### config.mk
export PLATFORM = sky130hd
export DESIGN_NAME = acc_trig_sched
export DESIGN_NICKNAME = d
export VERILOG_FILES = /design/src/rtl/acc_pkg.sv /design/src/rtl/acc_pri_timer.sv /design/src/rtl/acc_trig_sched.sv
export SDC_FILE = /design/constraint.sdc
export NUM_CORES = 1
export LEC_CHECK = 0
export BUFFER_PORTS_ARGS = -buffer_cell sky130_fd_sc_hd__buf_4
export CAP_MARGIN = 30
export CELL_PAD_IN_SITES_DETAIL_PLACEMENT = 0
export CELL_PAD_IN_SITES_GLOBAL_PLACEMENT = 2
export CORE_MARGIN = 2
export CORE_UTILIZATION = 38
export CTS_CLUSTER_DIAMETER = 200
export CTS_CLUSTER_SIZE = 16
export DETAILED_ROUTE_END_ITERATION = 10
export GPL_TIMING_DRIVEN = 0
export PLACE_DENSITY_LB_ADDON = 0.1
export REMOVE_ABC_BUFFERS = 1
export SLEW_MARGIN = 20
export SYNTH_ARGS = -nofsm -noshare
export SYNTH_HDL_FRONTEND = slang
export SYNTH_SLANG_ARGS = --single-unit
### constraint.sdc
create_clock -name clk -period 6.7 [get_ports clk]
set_input_delay 0 -clock clk [delete_from_list [all_inputs] [get_ports clk]]
set_output_delay 0 -clock clk [all_outputs]
set_load 0.1 [all_outputs]
### src/rtl/acc_pkg.sv
// acc_pkg: shared state encoding and constants for the accumulator trigger sequencer
package acc_pkg;
    typedef enum logic [2:0] {S_IDLE, S_FIRE, S_WAIT, S_FLUSH, S_DRAIN} state_t;
    localparam int GUARD_DEF = 16;
    localparam int SHIFT_W = 16;
endpackage

### src/rtl/acc_pri_timer.sv
// acc_pri_timer: reloadable down-counter that ticks once every latched period
module acc_pri_timer #(
    parameter int PRI_W = 24
) (
    input  logic             clk,
    input  logic             rst,
    input  logic             load,
    input  logic             clr,
    input  logic [PRI_W-1:0] period,
    output logic             tick
);
    logic [PRI_W-1:0] cnt_q, cnt_d, per_q, per_d;
    logic             run_q, run_d;

    assign tick = run_q && cnt_q == '0;

    // load restarts the count from the new period; each tick reloads from the latched one
    always_comb begin
        per_d = load ? period : per_q;
        run_d = clr ? 1'b0 : (load ? 1'b1 : run_q);
        cnt_d = clr ? '0 : load ? period - 1'b1 : tick ? per_q - 1'b1 : run_q ? cnt_q - 1'b1 : cnt_q;
    end

    // counter state
    always_ff @(posedge clk) begin
        if (rst) begin
            cnt_q <= '0;
            per_q <= '0;
            run_q <= 1'b0;
        end else begin
            cnt_q <= cnt_d;
            per_q <= per_d;
            run_q <= run_d;
        end
    end
endmodule

### src/rtl/acc_trig_sched.sv
// acc_trig_sched: trig/trig_int pulse sequencer and frame-completion counter for the pulse accumulator
module acc_trig_sched
    import acc_pkg::*;
#(
    parameter int DEPTH = 4096,
    parameter int GUARD = GUARD_DEF,
    parameter int PRI_W = 24,
    parameter int FRM_W = 16
) (
    input  logic               clk,
    input  logic               rst,
    input  logic               start,
    input  logic               stop,
    input  logic               abort,
    input  logic [PRI_W-1:0]   cfg_pri,
    input  logic [3:0]         cfg_log2_count,
    input  logic [FRM_W-1:0]   cfg_frames,
    input  logic               acc_vld,
    output logic               trig,
    output logic               trig_int,
    output logic [SHIFT_W-1:0] shift,
    output logic               busy,
    output logic               frame_done,
    output logic               cfg_err
);
    localparam int SW = $clog2(DEPTH + 1);

    state_t             st_q, st_d;
    logic [SHIFT_W-1:0] p_q, p_d, mask;
    logic [FRM_W-1:0]   f_q, f_d, frames_q, frames_d;
    logic [3:0]         l_q, l_d;
    logic [SW-1:0]      s_q, s_d;
    logic stop_q, stop_d, trig_q, trig_d, ti_q, ti_d, busy_q, busy_d, fd_q, fd_d, err_q, err_d;
    logic tick, tclr, go, accept, reject, vld_end, end_run;

    assign go      = st_q == S_IDLE && start && !abort;
    assign accept  = go && cfg_pri >= PRI_W'(DEPTH + GUARD);
    assign reject  = go && !accept;
    assign mask    = {SHIFT_W{1'b1}} >> (5'(SHIFT_W) - {1'b0, l_q});
    assign vld_end = busy_q && acc_vld && s_q == SW'(DEPTH - 1);
    assign end_run = stop_q || stop || (frames_q != '0 && f_q + 1'b1 == frames_q);

    acc_pri_timer #(.PRI_W(PRI_W)) u_timer (
        .clk   (clk),
        .rst   (rst),
        .load  (accept),
        .clr   (tclr),
        .period(cfg_pri),
        .tick  (tick)
    );

    // sequencing: a pulse is issued on each timer tick; the wrap pulse either opens a new frame or becomes the flush
    always_comb begin
        st_d     = st_q;
        p_d      = p_q;
        f_d      = f_q;
        frames_d = frames_q;
        l_d      = l_q;
        stop_d   = stop_q;
        s_d      = busy_q && acc_vld ? (vld_end ? '0 : s_q + 1'b1) : s_q;
        trig_d   = 1'b0;
        ti_d     = 1'b0;
        busy_d   = busy_q;
        fd_d     = vld_end;
        err_d    = err_q;
        tclr     = 1'b0;
        if (abort && busy_q) begin
            st_d   = S_IDLE;
            busy_d = 1'b0;
            s_d    = '0;
            fd_d   = 1'b0;
            stop_d = 1'b0;
            tclr   = 1'b1;
        end else begin
            case (st_q)
                S_IDLE: begin
                    err_d = reject || (err_q && !accept);
                    if (accept) begin
                        st_d     = S_FIRE;
                        trig_d   = 1'b1;
                        ti_d     = 1'b1;
                        busy_d   = 1'b1;
                        p_d      = '0;
                        f_d      = '0;
                        s_d      = '0;
                        stop_d   = 1'b0;
                        frames_d = cfg_frames;
                        l_d      = cfg_log2_count;
                    end
                end
                S_FIRE, S_WAIT: begin
                    st_d   = S_WAIT;
                    stop_d = stop_q || stop;
                    if (tick) begin
                        trig_d = 1'b1;
                        ti_d   = p_q == mask;
                        if (p_q != mask) begin
                            st_d = S_FIRE;
                            p_d  = p_q + 1'b1;
                        end else if (end_run) begin
                            st_d = S_FLUSH;
                            tclr = 1'b1;
                        end else begin
                            st_d = S_FIRE;
                            p_d  = '0;
                            f_d  = f_q + 1'b1;
                        end
                    end
                end
                S_FLUSH: st_d = S_DRAIN;
                S_DRAIN: begin
                    st_d   = vld_end ? S_IDLE : S_DRAIN;
                    busy_d = !vld_end;
                end
                default: st_d = S_IDLE;
            endcase
        end
    end

    // state and registered outputs
    always_ff @(posedge clk) begin
        if (rst) begin
            st_q     <= S_IDLE;
            p_q      <= '0;
            f_q      <= '0;
            frames_q <= '0;
            l_q      <= '0;
            s_q      <= '0;
            stop_q   <= 1'b0;
            trig_q   <= 1'b0;
            ti_q     <= 1'b0;
            busy_q   <= 1'b0;
            fd_q     <= 1'b0;
            err_q    <= 1'b0;
        end else begin
            st_q     <= st_d;
            p_q      <= p_d;
            f_q      <= f_d;
            frames_q <= frames_d;
            l_q      <= l_d;
            s_q      <= s_d;
            stop_q   <= stop_d;
            trig_q   <= trig_d;
            ti_q     <= ti_d;
            busy_q   <= busy_d;
            fd_q     <= fd_d;
            err_q    <= err_d;
        end
    end

    assign trig       = trig_q;
    assign trig_int   = ti_q;
    assign shift      = SHIFT_W'(l_q);
    assign busy       = busy_q;
    assign frame_done = fd_q;
    assign cfg_err    = err_q;
endmodule
==> impl_metrics.tcl, run 1 <==
set metrics [dict create \
    clk_latency_ns 0.42 \
    diodes 0 \
    internal-power_uw 1485 \
    wirelength_microns 20490 \
    chipWidth_microns 141.8 \
    grt_pass1_vias 6691 \
    fin_tns_setup_ns 0 \
    clk_path_buf_depth 2 \
    antenna_found_initial 0 \
    nNetsFinal 1064 \
    synthTopCellsByArea "dfxtp_1 (34%), nand2_1 (6.9%), a21oi_1 (6.4%), nor2_1 (4.5%), xnor2_1 (4.1%)" \
    holdWs_ns 0.06768 \
    gp_congestion 0.8804 \
    start_kind "flip-flop" \
    numCtsBuffers 17 \
    slowest_stage "dfxtp_1" \
    netlist_area_sq_um 7212 \
    num_rows 50 \
    fp.dieH_microns 141.8 \
    seq_area_frac_synth 0.3414 \
    crit_type "flip-flop to flip-flop" \
    pwr-share-seq 0.375 \
    power.share.clock 0.419 \
    hold_path.class "primary input to flip-flop" \
    vias 6971 \
    max_freq_mhz 224.5 \
    final_max_slew_viol_count 0 \
    p_leak_uw 0.003235 \
    setup_ws_ns 2.245 \
    io_pins 71 \
    grt.total_usage 0.2091 \
    synth_cell_types 73 \
    max-vdd-ir-drop_v 0.0001795 \
    synthFlopType "dfxtp_1" \
    cap_violations 0 \
    htreeDepth 4 \
    pre_cts_slack_ns 2.249 \
    regToRegSetupSlack_ns 2.25 \
    worst_pin_slew_ns 0.9282 \
    yosysWarnings 0 \
    fillers 1867 \
    drive_above_1_share 0.1169 \
    grt_max_degree 60 \
    cp_top_family "simple AND/OR/NAND/NOR gates" \
    async_flop_share 0 \
    wire_per_inst_microns 16.36 \
    avgSynthCellArea_sq_um 7.713 \
    synth-seq-cells 123 \
    crit_buf_inv 2 \
    powerDensity_nw_per_um2 242.7 \
    synth_most_common_cell "nand2_1" \
    grt.overflow.total 0 \
    dp_hpwl_microns 14660 \
    clkSinkCount 123 \
    finalClockSkew_ns 0.007787 \
    synth-edff-count 0 \
    cts-root-buf "clkbuf_16" \
    vias_per_cell 5.568 \
    grt_first_pass_wirelength_microns 33930 \
    drc 0 \
    finalCriticalPeriod_ns 4.455 \
    ant_nets 0 \
    max_slew_margin 0.3765 \
    core_sq_um 18640 \
    syn_inst 935 \
    crit_required_ns 7.04 \
    die_area_sq_um 20100 \
    finalSetupViolCount 0 \
    synth_top_area_cell "dfxtp_1" \
    worst-endpoint-arrival_ns 4.80 \
    power_frac_comb 0.206 \
    drtIter0Drc 477 \
    final-hold-violation-count 0 \
    area_growth_pct 23.00 \
    max_stage_delay_ns 0.58 \
    hold_buffers 46 \
    crit_path_max_fanout 14 \
    post-route-period-util 0.6649 \
    power_switching_share 0.3101 \
    holdPathStages 3 \
    worstHoldStart "abort" \
    crit_chain "inv_1 > ha_1 > inv_1 > ha_1 > or4b_1 > a21oi_1 > o32a_1 > nand4_1 > nor4b_4 > nor4b_4 > nor2_2 > or4_1 > a31oi_1" \
    r2r_cells 13 \
    cts_resized 0 \
    cts_tree "done" \
    ys_top_cells_by_count "nand2_1 (132), dfxtp_1 (123), a21oi_1 (92), nor2_1 (87), clkbuf_1 (44)" \
    crit-reg2reg-capture "f_q[11]" \
    rr_startpoint "l_q[1]" \
    status "complete, no violations" \
    synth.top_cell.area_share 0.3414 \
    initial_core_util 0.3868 \
    p_switching_uw 667.7 \
    endpoint_kind "flip-flop" \
    whs_endpoint "st_q[2]" \
    cts.clk_slew.worst_paths_ns 0.06 \
    rsz0062_at_grt "false" \
    port_buffers 58 \
    cts_setup_buffers 0 \
    dr.pass1.iters 7 \
]
[per-layer routing]
metal | GRT usage | routed length, microns
met5 | 0 | 0
met4 | 0.06368 | 249
met3 | 0.03881 | 726
met2 | 0.3477 | 9739
met1 | 0.2763 | 9772
[placed cells by master, fill, tap and decap left out, drive strengths merged, types with 10 or more instances in the layout]
cell type,count
nor3,24
o21a,13
buf,64
xor2,29
conb,12
nand4,17
o21ai,39
o211ai,10
a211oi,27
mux2i,17
nand2,132
a21oi,92
nor2,88
o31ai,13
dfxtp,123
nand3,34
clkbuf,17
nor4,20
dlygate4sd3,46
and3,10
or3,15
or4,11
xnor2,34
inv,21
[worst max-delay path by stage]
| stage | start | to | slack (ns) | cells past startpoint |
|---|---|---|---|---|
| 2_1_floorplan | l_q[1] | u_timer.cnt_q[0] | 1.94 | 12 |
| 3_3_place_gp | cfg_pri[17] | u_timer.cnt_q[1] | 0.59 | 7 |
| 3_5_place_dp | l_q[1] | f_q[11] | 2.25 | 13 |
| 4_1_cts | l_q[1] | f_q[11] | 2.23 | 13 |
| 5_1_grt | l_q[0] | f_q[11] | 1.84 | 13 |
| 6_report | l_q[1] | f_q[11] | 2.25 | 13 |
[registers in the layout, summed over array words and instances (netlist names), named ones only]
name / count
st_q: 3
s_q: 13
u_timer.cnt_q: 24
busy: 1
l_q: 4
u_timer.run_q: 1
trig_int: 1
u_timer.per_q: 24
frames_q: 16
trig: 1
f_q: 16
stop_q: 1
p_q: 16
frame_done: 1
[worst reg2reg max path, stage by stage, from the launching register on]
cell,delay [ns]
dfxtp_1,0.58
inv_1,0.13
ha_1,0.32
inv_1,0.10
ha_1,0.35
or4b_1,0.51
a21oi_1,0.22
o32a_1,0.19
nand4_1,0.17
nor4b_4,0.43
nor4b_4,0.50
nor2_2,0.21
or4_1,0.51
a31oi_1,0.16
[power by group through the flow]
| stage | Combinational (uW) | Sequential, uW | Clock [uW] |
|---|---|---|---|
| final | 443 | 807 | 902 |
| after global routing | 488 | 812 | 957 |
| after CTS | 444 | 806 | 924 |
| after detailed placement | 421 | 822 | 0 |
| after global placement | 405 | 821 | 0 |
| after floorplan | 282 | 824 | 0 |
[logic make-up (layout without fill, tap and decap cells)]
kind of cell / count (synthesis) / after routing / synth area share
compound gates: 240 / 240 / 0.2146
xor+xnor: 63 / 63 / 0.07651
fa+ha+maj: 8 / 8 / 0.01388
buf+inv: 89 / 161 / 0.05448
flops: 123 / 123 / 0.3414
mux: 17 / 17 / 0.02359
other cells: 1 / 12 / 0.0005200
simple gates: 394 / 394 / 0.2750
[stage by stage]
stage | instances | power (uW) | cell area (sq um) | utilization
floorplan | 877 | 1106 | 6935 | -
global placement | 1169 | 1226 | 7664 | 0.4111
detailed placement | 1175 | 1243 | 7835 | 0.4203
CTS | 1252 | 2174 | 8871 | 0.4758
global route | 1252 | 2257 | 8871 | 0.4758
finish | 1252 | 2153 | 8871 | 0.4758
[area by class of cell]
cell class	instances	area [sq um]	share of cell area
multi-input cells	734	4432	0.4996
flip-flops and latches	123	2462	0.2776
repair buffers	110	1033	0.1165
clock buffers	17	425.4	0.04795
well taps	234	292.8	0.03300
clock inverters	14	150.1	0.01693
inverters	20	75.07	0.008463
No activity file was read; power rests on OpenSTA's default activity.
==> inputs of run 2 (changes only) <==
Settings changed: CORE_UTILIZATION 38 to 35.
Clock period 6.7 ns to 4.2 ns, I/O delays scaled along.
==> impl_metrics.tcl, run 2 (synthesis gave the netlist of run 1 again) <==
set metrics [dict create \
    status "complete, no violations" \
    antenna_found_initial 0 \
    grt_max_degree 60 \
    cts.clk_slew.worst_paths_ns 0.06 \
    ant_nets 0 \
    fp.dieH_microns 147.5 \
    p_leak_uw 0.003321 \
    drc 0 \
    vias_per_cell 5.379 \
    core_sq_um 20230 \
    io_pins 71 \
    crit_path_max_fanout 28 \
    grt_first_pass_wirelength_microns 34600 \
    finalClockSkew_ns 0.01301 \
    finalCriticalPeriod_ns 3.896 \
    gp_congestion 0.8211 \
    vias 6971 \
    drive_above_1_share 0.1306 \
    holdPathStages 3 \
    powerDensity_nw_per_um2 401.4 \
    grt.overflow.total 0 \
    whs_endpoint "st_q[2]" \
    hold_path.class "primary input to flip-flop" \
    post-route-period-util 0.9275 \
    seqCellArea_sq_um 2466 \
    rsz0062_at_grt "false" \
    diodes 0 \
    clkSinkCount 123 \
    max_slew_margin 0.4923 \
    cts-root-buf "clkbuf_16" \
    cap_violations 0 \
    dpl-instance-area_sq_um 7903 \
    worstHoldStart "abort" \
    rr_startpoint "f_q[0]" \
    final_max_slew_viol_count 0 \
    grt_pass1_vias 6813 \
    dp_hpwl_microns 14850 \
    dr.pass1.iters 5 \
    wire_per_inst_microns 16.06 \
    crit_required_ns 4.52 \
    start_kind "primary input" \
    layout_common_cells "nand2_1 (132), dfxtp_1 (120), a21oi_1 (92)" \
    htreeDepth 4 \
    drtIter0Drc 390 \
    max_freq_mhz 256.7 \
    num_rows 52 \
    clk_latency_ns 0.42 \
    fin_area_sq_um 9080 \
    regToRegSetupSlack_ns 0.35 \
    final-hold-violation-count 0 \
    nNetsFinal 1071 \
    port_buffers 58 \
    crit-reg2reg-capture "u_timer.cnt_q[12]" \
    wirelength_microns 20820 \
    fillers 2011 \
    die_area_sq_um 21770 \
    crit_type "primary input to flip-flop" \
    max-vdd-ir-drop_v 0.0002663 \
    worst-endpoint-arrival_ns 4.22 \
    cts_tree "done" \
    worst_pin_slew_ns 0.7582 \
    finalSetupViolCount 0 \
    clk_path_buf_depth 2 \
    endpoint_kind "flip-flop" \
    chipWidth_microns 147.5 \
    initial_core_util 0.3564 \
    area_growth_pct 25.90 \
    largestRegisters "u_timer.cnt_q (24), u_timer.per_q (24)" \
    final_common_cell "nand2_1" \
    r2r_cells 10 \
    multi_input_area_sq_um 4459 \
    p_total_uw 3645 \
    grt.total_usage 0.1957 \
    numCtsBuffers 17 \
]
-- run 2: changes by cell type in the layout (fill, tap and decap cells not counted), moves of 3 or more --
| cell | delta |
|---|---|
| dfxtp_1 | -3 |
| dfxtp_2 | +3 |
| bufinv_16 | +3 |
| clkinvlp_4 | -4 |
| buf_4 | +6 |
-- run 2: worst max path at each step --
stage,slack (ns),cells past startpoint,start,endpoint
6_report,0.30,15,cfg_pri[17],u_timer.cnt_q[18]
2_1_floorplan,-0.56,12,l_q[1],u_timer.cnt_q[0]
4_1_cts,0.06,13,l_q[1],f_q[11]
3_5_place_dp,-0.28,13,l_q[0],f_q[11]
5_1_grt,0.04,15,cfg_pri[17],u_timer.cnt_q[18]
3_3_place_gp,-1.94,7,cfg_pri[17],u_timer.cnt_q[1]
-- run 2: metal layers --
metal / routed length (microns) / GRT usage / share of wire
met1: 9857 / 0.2511 / 0.47
met5: 0 / 0 / 0
met2: 9913 / 0.3307 / 0.48
met3: 639 / 0.04012 / 0.031
met4: 408 / 0.06106 / 0.020
-- run 2: cell type report --
type / count / area share
multi-input cells: 734 / 0.4911
flip-flops and latches: 123 / 0.2716
repair buffers: 117 / 0.1204
clock buffers: 18 / 0.04726
well taps: 270 / 0.03721
clock inverters: 14 / 0.02411
inverters: 20 / 0.008268
-- run 2: where the power goes --
| group | switching [uW] | internal [uW] |
|---|---|---|
| Combinational | 437 | 293 |
| Sequential | 65.5 | 1220 |
| Clock | 572 | 1060 |
| Total | 1070 | 2570 |
-- run 2: critical path, stage by stage --
cell,delay (ns)
dlygate4sd3_1,0.55
buf_4,0.15
nor4_1,0.45
nand3_1,0.42
o21a_4,0.45
nand2_1,0.13
o21a_1,0.15
ha_1,0.23
o311ai_0,0.14
mux2i_1,0.25
nand3_1,0.28
nor2_2,0.46
nand3_1,0.15
xnor2_1,0.15
a211oi_1,0.23
-- run 2: stage by stage --
| stage | hold slack, ns | setup WS (ns) | util | setup TNS [ns] | instances |
|---|---|---|---|---|---|
| floorplan | 0.06907 | -0.5617 | - | -16.00 | 877 |
| global placement | 0.2496 | -1.942 | 0.3810 | -79.78 | 1205 |
| detailed placement | 0.2584 | -0.2822 | 0.3906 | -4.922 | 1213 |
| CTS | 0.07840 | 0.06179 | 0.4461 | 0 | 1292 |
| global route | 0.09086 | 0.03899 | 0.4487 | 0 | 1296 |
| finish | 0.07636 | 0.3043 | 0.4487 | 0 | 1296 |
-- run 2: what timing repair did --
item	CTS	global route
hold buffers	46	0
endpoints found under the hold margin	48	0
resized for setup	3	6
setup buffers	1	4
setup endpoints to repair	48	54
cloned	0	0
pin swaps	0	2
==> inputs of run 3 (changes only) <==
Settings changed: CELL_PAD_IN_SITES_DETAIL_PLACEMENT 0 to unset, CELL_PAD_IN_SITES_GLOBAL_PLACEMENT 2 to unset, CORE_UTILIZATION 35 to 41, PLACE_DENSITY_LB_ADDON 0.1 to unset.
==> impl_metrics.tcl, run 3 (synthesis gave the netlist of run 1 again) <==
set metrics [dict create \
    setup_ws_ns 0.3250 \
    worst_pin_slew_ns 0.7760 \
    port_buffers 58 \
    crit_type "flip-flop to flip-flop" \
    cts.clk_slew.worst_paths_ns 0.06 \
    nNetsFinal 1070 \
    ant_nets 0 \
    antenna_found_initial 0 \
    wire_per_inst_microns 15.61 \
    gp_congestion 0.8622 \
    drive_above_1_share 0.1288 \
    crit_required_ns 4.53 \
    pwr-share-seq 0.349 \
    post-route-period-util 0.9226 \
    htreeDepth 4 \
    p_switching_uw 1014 \
    fin_area_sq_um 9024 \
    wirelength_microns 19510 \
    final_max_slew_viol_count 0 \
    regToRegSetupSlack_ns 0.32 \
    max-vdd-ir-drop_v 0.0002863 \
    area_growth_pct 25.12 \
    hold_path.class "primary input to flip-flop" \
    grt.overflow.total 0 \
    finalClockSkew_ns 0.005514 \
    die_area_sq_um 18670 \
    max_freq_mhz 258.1 \
    grt_first_pass_wirelength_microns 31240 \
    vias 6899 \
    chipWidth_microns 136.6 \
    dr.pass1.iters 5 \
    powerDensity_nw_per_um2 409.0 \
    cts-root-buf "clkbuf_16" \
    endpoint_kind "flip-flop" \
    diodes 0 \
    dpl-instance-area_sq_um 7784 \
    dp_hpwl_microns 13050 \
    internal-power_uw 2676 \
    rsz0062_at_grt "false" \
    clkSinkCount 123 \
    crit_path_max_fanout 14 \
    cts_tree "done" \
    finalCriticalPeriod_ns 3.875 \
    initial_core_util 0.4184 \
    grt_pass1_vias 6382 \
    vias_per_cell 5.519 \
    pre_cts_slack_ns -0.1972 \
    fin_tns_setup_ns 0 \
    r2r_cells 11 \
    grt.total_usage 0.2086 \
    power_frac_comb 0.190 \
    num_rows 48 \
    cap_violations 0 \
    drtIter0Drc 436 \
    max_slew_margin 0.4827 \
    status "complete, no violations" \
    clk_latency_ns 0.41 \
    grt_max_degree 68 \
    final_common_cell "nand2_1" \
    io_pins 71 \
    layout_common_cells "nand2_1 (132), dfxtp_1 (121), a21oi_1 (92)" \
    holdPathStages 4 \
    start_kind "flip-flop" \
    final-hold-violation-count 0 \
    core_sq_um 17240 \
    clk_path_buf_depth 2 \
    p_leak_uw 0.003305 \
    power_switching_share 0.2749 \
    drc 0 \
    finalSetupViolCount 0 \
    numCtsBuffers 17 \
    fp.dieH_microns 136.6 \
    power.share.clock 0.461 \
    worst-endpoint-arrival_ns 4.21 \
    largestRegisters "u_timer.cnt_q (24), u_timer.per_q (24)" \
]
==> run 3: cell count changes in the layout (fill, tap and decap cells not counted), moves of 2 or more <==
cell	change
clkbuf_8	+4
clkinv_4	-3
clkinv_2	-2
clkinvlp_4	+2
inv_6	-2
==> run 3: path summary, 6_finish.rpt <==
kind                             startpoint           endpoint
worst max register to register       l_q[2]            f_q[11]
worst max-delay path                 l_q[2]            f_q[11]
worst min-delay path            cfg_pri[20]  u_timer.cnt_q[20]
worst min register to register      s_q[12]            s_q[12]
==> run 3: repair_timing <==
| action | 4_1_cts | 5_1_grt |
|---|---|---|
| gates resized for setup | 2 | 6 |
| endpoints found under the hold margin | 48 | 0 |
| setup endpoints to repair | 55 | 43 |
| hold buffers | 46 | 0 |
| buffers inserted | 1 | 2 |
| pin swaps | 0 | 2 |
| gates cloned | 1 | 2 |
==> run 3: metrics by stage <==
| step | hold WS [ns] | util | total power [uW] | cells |
|---|---|---|---|---|
| floorplan | 0.06907 | - | 1765 | 877 |
| global placement | 0.2510 | 0.4440 | 1945 | 1160 |
| detailed placement | 0.2578 | 0.4516 | 1963 | 1165 |
| CTS | 0.0006073 | 0.5197 | 3706 | 1245 |
| global route | 0.03563 | 0.5235 | 3844 | 1250 |
| finish | 0.01914 | 0.5235 | 3691 | 1250 |
==> run 3: routing by layer <==
layer | wire, microns | global-route usage | vias to the layer above
li1 | - | - | 3518
met1 | 8876 | 0.2617 | 3229
met2 | 9701 | 0.3600 | 136
met3 | 662 | 0.04148 | 16
met4 | 269 | 0.06308 | 0
met5 | 0 | 0 | -
==> run 3: power groups by stage <==
stage | sequential (uW) | clock [uW] | combinational (uW)
after floorplan | 1320 | 0 | 450
after global placement | 1310 | 0 | 634
after detailed placement | 1310 | 0 | 652
after CTS | 1290 | 1730 | 692
after global routing | 1300 | 1780 | 767
final | 1290 | 1700 | 702
==> run 3: worst max-delay path, cell delays in order, from the launching register on <==
cell and delay (ns):
dfxtp_1 0.64, inv_1 0.17, ha_2 0.48, or3b_2 0.46, mux2i_1 0.21, xor2_1 0.09, a211oi_1 0.23, nor4b_4 0.34
nor4b_4 0.32, nor2_2 0.17, or4_1 0.50, a31oi_1 0.18
==> run 3: area by class of cell <==
| cell class | count | area, sq um |
|---|---|---|
| inverter | 20 | 75.07 |
| fill | 1668 | 8213 |
| multi-input combinational | 737 | 4484 |
| clock inverter | 10 | 210.2 |
| sequential | 123 | 2465 |
| clock buffer | 22 | 484.2 |
| timing repair buffer | 113 | 1023 |
| tap | 225 | 281.5 |
